[src/rtl/nibble_match_detector.sv]
// Watches a 4-bit shift register's parallel output once per slow-strobe and flags a run of PERSIST
// consecutive matches against a programmable nibble. Define NIBBLE_MATCH_SAT_EN to saturate match_cnt.
module nibble_match_detector #(
  parameter int unsigned PERSIST = 2,
  parameter int unsigned CNT_W   = 8
) (
  input  logic             clk,
  input  logic             clr,
  input  logic             clk2,
  input  logic [3:0]       q_in,
  input  logic [3:0]       pattern,
  output logic [3:0]       sample,
  output logic             match,
  output logic             match_pulse,
  output logic [CNT_W-1:0] match_cnt
);

  localparam int unsigned RunW = $clog2(PERSIST + 1);
  localparam logic [RunW-1:0] RunMax = RunW'(PERSIST);

  typedef enum logic [1:0] {StIdle, StCheck, StLocked} state_e;

  logic             s1_q, s2_q, s3_q;
  logic [3:0]       sample_q, sample_d;
  logic [RunW-1:0]  run_q, run_d, run_sat;
  logic [RunW:0]    run_p1;
  state_e           state_q, state_d;
  logic             pulse_q, pulse_d;
  logic [CNT_W-1:0] cnt_q, cnt_d, cnt_inc;
  logic             strobe, hit, lock_ok;

  assign strobe  = s2_q & ~s3_q;
  assign hit     = (q_in == pattern);
  assign run_p1  = {1'b0, run_q} + (RunW + 1)'(1);
  assign lock_ok = (run_p1 >= (RunW + 1)'(PERSIST));
  assign run_sat = (run_q == RunMax) ? RunMax : run_q + RunW'(1);

`ifdef NIBBLE_MATCH_SAT_EN
  assign cnt_inc = (&cnt_q) ? cnt_q : cnt_q + CNT_W'(1);
`else
  assign cnt_inc = cnt_q + CNT_W'(1);
`endif

  always_comb begin
    state_d  = state_q;
    run_d    = run_q;
    sample_d = sample_q;
    pulse_d  = 1'b0;
    cnt_d    = cnt_q;
    if (strobe) begin
      sample_d = q_in;
      if (hit) begin
        run_d = run_sat;
        unique case (state_q)
          StIdle, StCheck: begin
            if (lock_ok) begin
              state_d = StLocked;
              pulse_d = 1'b1;
              cnt_d   = cnt_inc;
            end else begin
              state_d = StCheck;
            end
          end
          StLocked: state_d = StLocked;
          default:  state_d = StIdle;
        endcase
      end else begin
        run_d   = '0;
        state_d = StCheck;
      end
    end
  end

  always_ff @(posedge clk or posedge clr) begin
    if (clr) begin
      s1_q     <= 1'b0;
      s2_q     <= 1'b0;
      s3_q     <= 1'b0;
      sample_q <= '0;
      run_q    <= '0;
      state_q  <= StIdle;
      pulse_q  <= 1'b0;
      cnt_q    <= '0;
    end else begin
      s1_q     <= clk2;
      s2_q     <= s1_q;
      s3_q     <= s2_q;
      sample_q <= sample_d;
      run_q    <= run_d;
      state_q  <= state_d;
      pulse_q  <= pulse_d;
      cnt_q    <= cnt_d;
    end
  end

  assign sample      = sample_q;
  assign match       = (state_q == StLocked);
  assign match_pulse = pulse_q;
  assign match_cnt   = cnt_q;

endmodule

[config.mk]
export PLATFORM = sky130hd
export DESIGN_NAME = nibble_match_detector
export DESIGN_NICKNAME = d
export VERILOG_FILES = /design/src/rtl/nibble_match_detector.sv
export SDC_FILE = /design/constraint.sdc
export NUM_CORES = 1
export LEC_CHECK = 0
export ABC_AREA = 1
export BUFFER_PORTS_ARGS = -buffer_cell sky130_fd_sc_hd__buf_2
export CAP_MARGIN = 25
export CORE_ASPECT_RATIO = 1.1
export CORE_UTILIZATION = 46
export CTS_CLUSTER_SIZE = 8
export DETAILED_ROUTE_END_ITERATION = 12
export PLACE_DENSITY = 0.73
export SLEW_MARGIN = 10
export SYNTH_ARGS = -nofsm -noshare
export SYNTH_HDL_FRONTEND = slang
export SYNTH_SLANG_ARGS = --single-unit
[constraint.sdc]
create_clock -name clk -period 1.3 [get_ports clk]
set_input_delay 0.13 -clock clk [delete_from_list [all_inputs] [get_ports clk]]
set_output_delay 0.13 -clock clk [all_outputs]
set_load 0.05 [all_outputs]
==> metrics, run 1 <==
row count 17; CP endpoint kind output pin; initial antenna violation count 0; R2R depth 7; Hold Path Depth 3; post-route ant nets 0; fill cell count 171; Leak Pwr 0.718 nW; vias in the first global route 810; DRC Markers 0; post-route clock period utilization 95.3%; sw frac 33.1%; Mapped Cells 127; H-tree depth 1; Max Cap Violations 0; Worst path slowest cell dfrtp_1; CP max stage delay 430 ps; Hold Vio Cnt, Final 0; sequential-to-total area share from yosys stat 48.8%; Area contributors post-synth dfrtp_1 49%, nand2_1 15%, inv_1 7.3%; PortBufs 24; CTS tree built; top fanout value on the critical path 3; clock share of power 24.3%; FF+latch count, synth 20; first-pass GRT wire length 3240 um; internal power 963 uW; Clock Latency Late Sink 290 ps; Power, Total 1.44 mW; Slew Limit Fails 0; Synth Area per Inst 8.07 um2; Worst Path Buf+Inv 2; Hold Crit Class input pin to flip-flop; Die Y-Extent 51.5 um; minimum clock period 1240 ps; DIE AREA 2420 um2; FMAX 807 MHz; total CTS buffers 3; clock sinks 20; worst slew pin tran 245 ps; r2r endpoint sample[2]; layout cell share with drive strength beyond 1 36.0%; area grow syn2layout 30.8%; total grt overflow 0; area share of the largest cell type after synthesis 48.8%; Hold Path Origin q_in[1]; Relative slew margins 83.6%; Syn Std Cell Area 1020 um2; gpl congestion 0.764; status finished, final reports clean; Crit path max-delay family flip-flops; Max VDD drop 769 uV; largest area contributor in the netlist dfrtp_1; Setup Skew 4.70 ps; Logic pwr share 26.3%; Hold EP sample[1]; initial core utilization 49.7%; crit-path cells inv_1 > nor2_1 > buf_4; critical path required time 1170 ps; Cell Pwr Density 1070 nW/um2; final WL 1930 um; CORE AREA 2060 um2; Flop pwr share 49.4%; Clk pin slew, worst setup/hold paths 110 ps; Setup-failing EPs final 0; die width 47 um; vias post-DR 892; CTS Buffer Depth 2; sw power 476 uW; crit path kind flip-flop to output pin; NumNets Final 178; fin area 1340 um2; DP HPWL 1460 um; largest net degree at the start of global routing 21; Critical Path Source Type flip-flop; r2r startpoint s2_q; post-place instance area 1210 um2; synth unique cells 19; Hold WS 104 ps; DRT iter0 DRCs 10; FF-to-FF setup slack 80 ps; GRT Util Overall 19.0%; Synth warnings 0; vias per cell 4.65; clock root buffer clkbuf_4; Post-Syn Nets 140; I/O pins 25; worst endpoint data arrival time 1110 ps; TritonRoute pass-1 iters 4; ANT cells 0; Routed wire per std cell 10.0 um
worst max-delay path by stage:
stage                 start           end  depth (start not counted)
6_report         state_q[1]         match                          3
3_3_place_gp       run_q[0]  match_cnt[1]                          8
5_1_grt                s2_q     sample[3]                          7
2_1_floorplan  match_cnt[0]  match_cnt[6]                          6
4_1_cts            run_q[0]  match_cnt[1]                          9
3_5_place_dp       run_q[0]  match_cnt[1]                          9
power by group through the flow:
| stage | sequential [mW] | combinational (mW) | clock, mW |
|---|---|---|---|
| after detailed placement | 0.721 | 0.358 | 0 |
| after global routing | 0.719 | 0.419 | 0.382 |
| after CTS | 0.709 | 0.363 | 0.359 |
| after global placement | 0.719 | 0.349 | 0 |
| after floorplan | 0.832 | 0.151 | 0 |
| final | 0.710 | 0.379 | 0.350 |
placed cells by master (no fill, tap or decap), drive strengths merged, types with 2 or more instances in the layout:
cell type and instances:
buf 31, clkbuf 4, clkinv 2, xor2 2
dfrtp 20, nand3 14, nor2 10, nand2 42
dlygate4sd3 2, inv 22, o21ai 7, xnor2 3
ha 2
sequential cells by signal, indices dropped and copies added (netlist names):
name,count
match_cnt,8
match_pulse,1
run_q,2
s1_q,1
s2_q,1
s3_q,1
sample,4
state_q,2
kinds of logic after synthesis:
kind of cell	after synthesis	synth area share (%)
simple gates	66	30.0
buf+inv	25	9.89
flops	20	48.8
compound gates	9	4.52
xor+xnor	5	4.27
fa+ha+maj	2	2.44
metal layers:
layer | part of all wire (%) | track usage (%)
met5 | 0 | 0
met4 | 0.88 | 8.57
met3 | 2.9 | 2.08
met2 | 51 | 31.5
met1 | 45 | 24.3
stage by stage:
stage / instances / worst slack [ps] / setup TNS (ps) / util (%)
final: 192 / 60.6 / 0 / 64.9
after global routing: 192 / -19.3 / -69.5 / 64.9
after CTS: 187 / 28.5 / 0 / 62.0
after detailed placement: 181 / 24.4 / 0 / 58.9
after global placement: 181 / 80.1 / 0 / 58.9
after floorplan: 127 / 6.22 / 0 / -
worst reg2reg max path, delay by kind of cell (launching register included):
kind | cells | cell delay (ps)
simple gates | 2 | 230
compound gates | 1 | 70
buf+inv | 4 | 440
flops | 1 | 380
cell usage after synthesis, drive strengths merged:
master	instances
xor2	2
nand4	1
buf	1
a21oi	1
nand3	14
ha	2
nor2	9
dfrtp	20
nand2	42
o21ai	7
inv	23
o22ai	1
xnor2	3
clkinv	1
repair_timing:
action / 4_1_cts / 5_1_grt
pin swaps: 0 / 4
hold endpoints to repair: 21 / 0
setup buffers: 0 / 4
hold buffers: 2 / 0
endpoints found under the setup margin: 2 / 8
resized for setup: 2 / 8
cloned: 0 / 1
layout make-up:
cell class | instances | area [um2] | share of cell area, %
inverters | 24 | 95.1 | 7.10
repair buffers | 33 | 195 | 14.6
well taps | 28 | 35.0 | 2.61
multi-input cells | 83 | 472 | 35.2
flip-flops and latches | 20 | 507 | 37.8
clock buffers | 4 | 36.3 | 2.71
Note: power is estimated with default switching activity, not from simulation.
==> run 2, diff against run 1 <==
--- a/config.mk
+++ b/config.mk
@@ -5,14 +5,16 @@
 export SDC_FILE = /design/constraint.sdc
 export NUM_CORES = 1
 export LEC_CHECK = 0
-export ABC_AREA = 1
+export ABC_AREA = 0
 export BUFFER_PORTS_ARGS = -buffer_cell sky130_fd_sc_hd__buf_2
 export CAP_MARGIN = 25
+export CELL_PAD_IN_SITES_DETAIL_PLACEMENT = 1
+export CELL_PAD_IN_SITES_GLOBAL_PLACEMENT = 1
 export CORE_ASPECT_RATIO = 1.1
-export CORE_UTILIZATION = 46
+export CORE_UTILIZATION = 34
 export CTS_CLUSTER_SIZE = 8
 export DETAILED_ROUTE_END_ITERATION = 12
-export PLACE_DENSITY = 0.73
+export PLACE_DENSITY_LB_ADDON = 0.15
 export SLEW_MARGIN = 10
 export SYNTH_ARGS = -nofsm -noshare
 export SYNTH_HDL_FRONTEND = slang
==> run 2 against run 1 <==
The flow now finishes with violations (negative setup slack). Design area down 9.3%. Hold slack worse by 23 ps. Count of clock-buffer cells in the layout unchanged. Critical path type is now flip-flop to flip-flop. Critical endpoint is now match_cnt[3]. Largest cell class unchanged.
==> metrics, run 2 <==
area share of the largest cell type after synthesis 57.9%; Routed wire per std cell 12.8 um; H-tree depth 1; worst slew pin tran 459 ps; clock root buffer clkbuf_4; Critical Path Source Type flip-flop; Die Y-Extent 54.9 um; die width 50.1 um; Mapped Cells 70; Relative slew margins 69.1%; Max VDD drop 736 uV; initial core utilization 37.3%; synth unique cells 20; initial antenna violation count 0; DP HPWL 1300 um; first-pass GRT wire length 2870 um; post-route ant nets 0; r2r startpoint run_q[0]; CTS tree built; Post-synth top cells 20 x dfrtp_1, 8 x nand2_1, 7 x xnor2_1; Power, Total 1.29 mW; Area contributors post-synth dfrtp_1 58%, xnor2_1 7.1%, mux2_2 5.2%; Synth warnings 0; DRC Markers 0; largest area contributor in the netlist dfrtp_1; I/O pins 25; failing checks negative setup slack; worst endpoint data arrival time 1760 ps; pre-CTS setup slack -278 ps; FF+latch count, synth 20; CTS Buffer Depth 2; critical path required time 1500 ps; clock sinks 20; most numerous cell in the Yosys netlist dfrtp_1; total CTS buffers 3; vias in the first global route 640; r2r endpoint match_cnt[3]; TritonRoute pass-1 iters 1; Worst Setup EP match_cnt[3]; NumNets Final 124; dpl cells 129; vias post-DR 645; setup slack after layout -265 ps; most common cell after layout, fill and taps aside buf_2; FMAX 639 MHz; Clock Latency Late Sink 300 ps; Post-Syn Nets 83; Cell Pwr Density 1060 nW/um2; Slew Limit Fails 0; total grt overflow 0; R2R depth 7; GRT Util Overall 14.9%; final WL 1800 um; Synth Area per Inst 12.4 um2; DRT iter0 DRCs 0; Hold Vio Cnt, Final 0; CP endpoint kind flip-flop; Hold Crit Class input pin to flip-flop; Top FF cell, synth dfrtp_1; post-route clock period utilization 120%; Leak Pwr 0.633 nW; RSZ-0062 raised after global routing true; row count 18; sequential-to-total area share from yosys stat 57.9%; Max Cap Violations 0; max reg flops 8; top fanout value on the critical path 5; Setup Skew 3.10 ps; fill cell count 252; gpl congestion 0.756; Worst setup startpoint run_q[0]; status finished, violations left; vias per cell 4.61; async set-reset flop share out of synthesis 100%; crit path kind flip-flop to flip-flop; PortBufs 24; commonest cells after routing, fill and taps aside 23 x buf_2, 18 x dfrtp_1, 10 x buf_4; Setup-failing EPs final 9; minimum clock period 1570 ps; Hold WS 81.3 ps; Syn Std Cell Area 865 um2; ANT cells 0; Clk pin slew, worst setup/hold paths 110 ps; layout cell share with drive strength beyond 1 51.8%; FF-to-FF setup slack -270 ps; DIE AREA 2750 um2; EDFF count, synth 0; setup_tns -1690 ps; area grow syn2layout 40.5%; CORE AREA 2320 um2; fin cells 140; largest net degree at the start of global routing 21
==> run 2: worst min path at each step <==
stage            start      endpoint  slack [ps]  cells past startpoint
4_1_cts        q_in[2]     sample[2]          70                      2
6_report       q_in[2]     sample[2]          80                      2
5_1_grt        q_in[2]     sample[2]          90                      2
2_1_floorplan      clr  match_cnt[2]          90                      1
3_3_place_gp       clr     sample[3]         160                      3
3_5_place_dp       clr     sample[3]         170                      3
==> run 2: area by class of cell <==
cell class,instances,area [um2],area share [%]
clock buffer,4,36.3,2.99
multi-input combinational,44,375,30.9
tap,30,37.5,3.09
sequential,20,503,41.4
inverter,4,15.0,1.24
timing repair buffer,38,248,20.4
==> run 2: cells by family (layout without fill, tap and decap cells) <==
logic type	after synthesis	count (layout)	synth area share, %
AO/OA/AOI/OAI	5	5	3.18
XOR/XNOR	11	11	11.1
adder cells (fa/ha/maj)	2	2	2.89
buffers and inverters	6	46	2.89
flip-flops	20	20	57.9
multiplexers	5	5	6.51
AND/OR/NAND/NOR	21	21	15.5
==> run 2: timing repair <==
item | 4_1_cts | 5_1_grt
gates resized for setup | 5 | 9
setup buffers | 1 | 4
endpoints found under the setup margin | 10 | 11
hold buffers | 2 | 0
hold endpoints to repair | 21 | 0
pin swaps | 2 | 1
==> run 2: stage by stage <==
stage,utilization [%],cell area [um2]
2_1_floorplan,-,872
3_3_place_gp,46.2,1070
3_5_place_dp,46.2,1070
4_1_cts,49.8,1150
5_1_grt,52.4,1210
6_report,52.4,1210
==> run 2: where the power goes <==
group	internal [mW]	leakage, nW	total (mW)	switching, mW
combinational	0.0926	0.355	0.249	0.156
sequential	0.658	0.257	0.683	0.0256
clock	0.171	0.0210	0.359	0.188
==> run 2: per-layer routing <==
layer | part of all wire, % | GRT usage (%) | routed length, um
met1 | 43 | 17.6 | 780
met4 | 1.4 | 10.0 | 25
met5 | 0 | 0 | 0
met3 | 2.7 | 2.46 | 48
met2 | 52 | 25.3 | 942
==> run 2: critical path, cell delays in order, from the launching register on <==
cell and delay (ps):
dfrtp_1 360, inv_1 50, ha_2 200, nor4b_4 300, and4_4 290, buf_4 110, nand2_2 40, xnor2_1 120
==> run 3, diff against run 2 <==
--- a/config.mk
+++ b/config.mk
@@ -8,10 +8,8 @@
 export ABC_AREA = 0
 export BUFFER_PORTS_ARGS = -buffer_cell sky130_fd_sc_hd__buf_2
 export CAP_MARGIN = 25
-export CELL_PAD_IN_SITES_DETAIL_PLACEMENT = 1
-export CELL_PAD_IN_SITES_GLOBAL_PLACEMENT = 1
 export CORE_ASPECT_RATIO = 1.1
-export CORE_UTILIZATION = 34
+export CORE_UTILIZATION = 49
 export CTS_CLUSTER_SIZE = 8
 export DETAILED_ROUTE_END_ITERATION = 12
 export PLACE_DENSITY_LB_ADDON = 0.15
==> constraint.sdc (replaced) <==
create_clock -name clk -period 1.7 [get_ports clk]
set_input_delay 0.17 -clock clk [delete_from_list [all_inputs] [get_ports clk]]
set_output_delay 0.17 -clock clk [all_outputs]
set_load 0.05 [all_outputs]
==> run 3 against run 2 <==
Setup slack gained 360 ps. Maximum frequency is 2.3% lower. First-iteration DRC count is 11 higher. Total power shrank 31%. Die area decreased by 30%. Final cell count down 18%. Wire length shrank 20%. Critical endpoint is now match_cnt[5]. Sequential cell count did not move. The run ends with negative hold slack left. Register-to-register slack gained 360 ps. Combinational power down 34%. Highest routed layer unchanged. Sequential power shrank 24%.
==> metrics, run 3 (same netlist as run 2, synthesis figures left out) <==
status finished, violations left; failing checks negative hold slack; clock root buffer clkbuf_4; CORE AREA 1610 um2; Hold WS -17.8 ps; commonest cells after routing, fill and taps aside 24 x buf_2, 20 x dfrtp_1, 8 x nand2_1; vias in the first global route 576; Cell Pwr Density 855 nW/um2; Setup Skew 4.05 ps; Logic pwr share 18.4%; PortBufs 24; initial core utilization 53.6%; CTS Buffer Depth 2; TritonRoute pass-1 iters 3; RSZ-0062 raised after global routing false; DRC Markers 0; I/O pins 25; initial antenna violation count 0; most common cell after layout, fill and taps aside buf_2; Flop pwr share 58.0%; FMAX 624 MHz; setup_tns 0 ps; Hold Vio Cnt, Final 20; DRT iter0 DRCs 11; ANT cells 0; row count 15; Critical Path Source Type flip-flop; first-pass GRT wire length 2440 um; total CTS buffers 3; total grt overflow 0; crit path kind flip-flop to flip-flop; Routed wire per std cell 12.5 um; NumNets Final 113; Worst path slowest cell dfrtp_1; crit-path cells inv_1 > ha_2 > nor4b_4 > and4_1 > nand4_1 > xnor2_1; internal power 637 uW; die width 42.1 um; sw power 257 uW; critical path required time 1880 ps; worst endpoint data arrival time 1790 ps; max reg flops 8; post-route clock period utilization 94.3%; Multi-input gate area 342 um2; DIE AREA 1940 um2; gpl congestion 0.778; Clock Latency Late Sink 290 ps; sw frac 28.7%; largest net degree at the start of global routing 21; register area 500 um2; minimum clock period 1600 ps; Hold Crit Class input pin to async pin; Power, Total 895 uW; fill cell count 140; Clk pin slew, worst setup/hold paths 100 ps; post-route ant nets 0; area grow syn2layout 21.0%; final WL 1440 um; Max VDD drop 617 uV; top fanout value on the critical path 5; Leak Pwr 0.546 nW; CTS tree built; clock share of power 23.6%; vias post-DR 593; Setup-failing EPs final 0; Worst Path Buf+Inv 1; worst slew pin tran 722 ps; Slew Limit Fails 0; vias per cell 5.16; Crit path max-delay family simple AND/OR/NAND/NOR gates; clock sinks 20; H-tree depth 1; Relative slew margins 51.8%; Max Cap Violations 0; Die Y-Extent 46.1 um; CP endpoint kind flip-flop; CP max stage delay 360 ps; GRT Util Overall 17.2%; layout cell share with drive strength beyond 1 36.7%
run 3: changes by cell type in the layout (fill, tap and decap cells not counted), moves of 2 or more:
cell and delta:
dfrtp_1 +2, nand2_1 +2, buf_4 -8, buf_6 -2, dfrtp_2 -2
run 3: final timing paths:
| path | from | endpoint | slack [ps] | cells after the start |
|---|---|---|---|---|
| setup / recovery | run_q[0] | match_cnt[5] | 100 | 6 |
| hold / removal | clr | state_q[1] | -20 | 2 |
| setup reg to reg | run_q[0] | match_cnt[5] | 100 | 6 |
| hold reg to reg | s1_q | s2_q | 370 | 0 |
| max in group asynchronous | clr | sample[1] | 1260 | 2 |
| min in group clk | q_in[2] | sample[2] | 130 | 2 |
run 3: through the flow:
step	utilization (%)	cells	setup WS (ps)	hold WS (ps)	instance area (um2)
CTS	64.2	114	3.31	2.59	1040
global route	64.8	115	4.92	52.2	1050
finish	64.8	115	97.0	-17.8	1050
floorplan	-	70	134	134	865
detailed placement	62.2	110	10.3	279	1000
global placement	62.2	110	107	277	1000
run 3: layout make-up:
class,instances,share of cell area (%)
flip-flops and latches,20,47.8
multi-input cells,44,32.7
repair buffers,27,13.9
clock buffers,3,2.15
well taps,17,2.03
inverters,4,1.44
run 3: layer usage:
layer	global-route usage [%]	wire [um]	share of wire, %	vias up
met3	2.75	41	2.8	4
met1	20.3	657	46	289
met5	0	0	0	-
li1	-	-	-	288
met2	30.6	717	50	12
met4	9.38	25	1.7	0
run 3: power by group through the flow:
stage	clock (mW)	sequential (mW)	combinational, mW
6_report	0.211	0.519	0.165
5_1_grt	0.228	0.522	0.178
4_1_cts	0.220	0.519	0.165
3_5_place_dp	0	0.528	0.163
3_3_place_gp	0	0.527	0.161
2_1_floorplan	0	0.591	0.0555
run 3: repair_timing:
action,in CTS,in global routing
endpoints found under the setup margin,0,4
hold buffers,1,0
buffers inserted,0,1
resized for setup,0,1
endpoints found under the hold margin,1,0
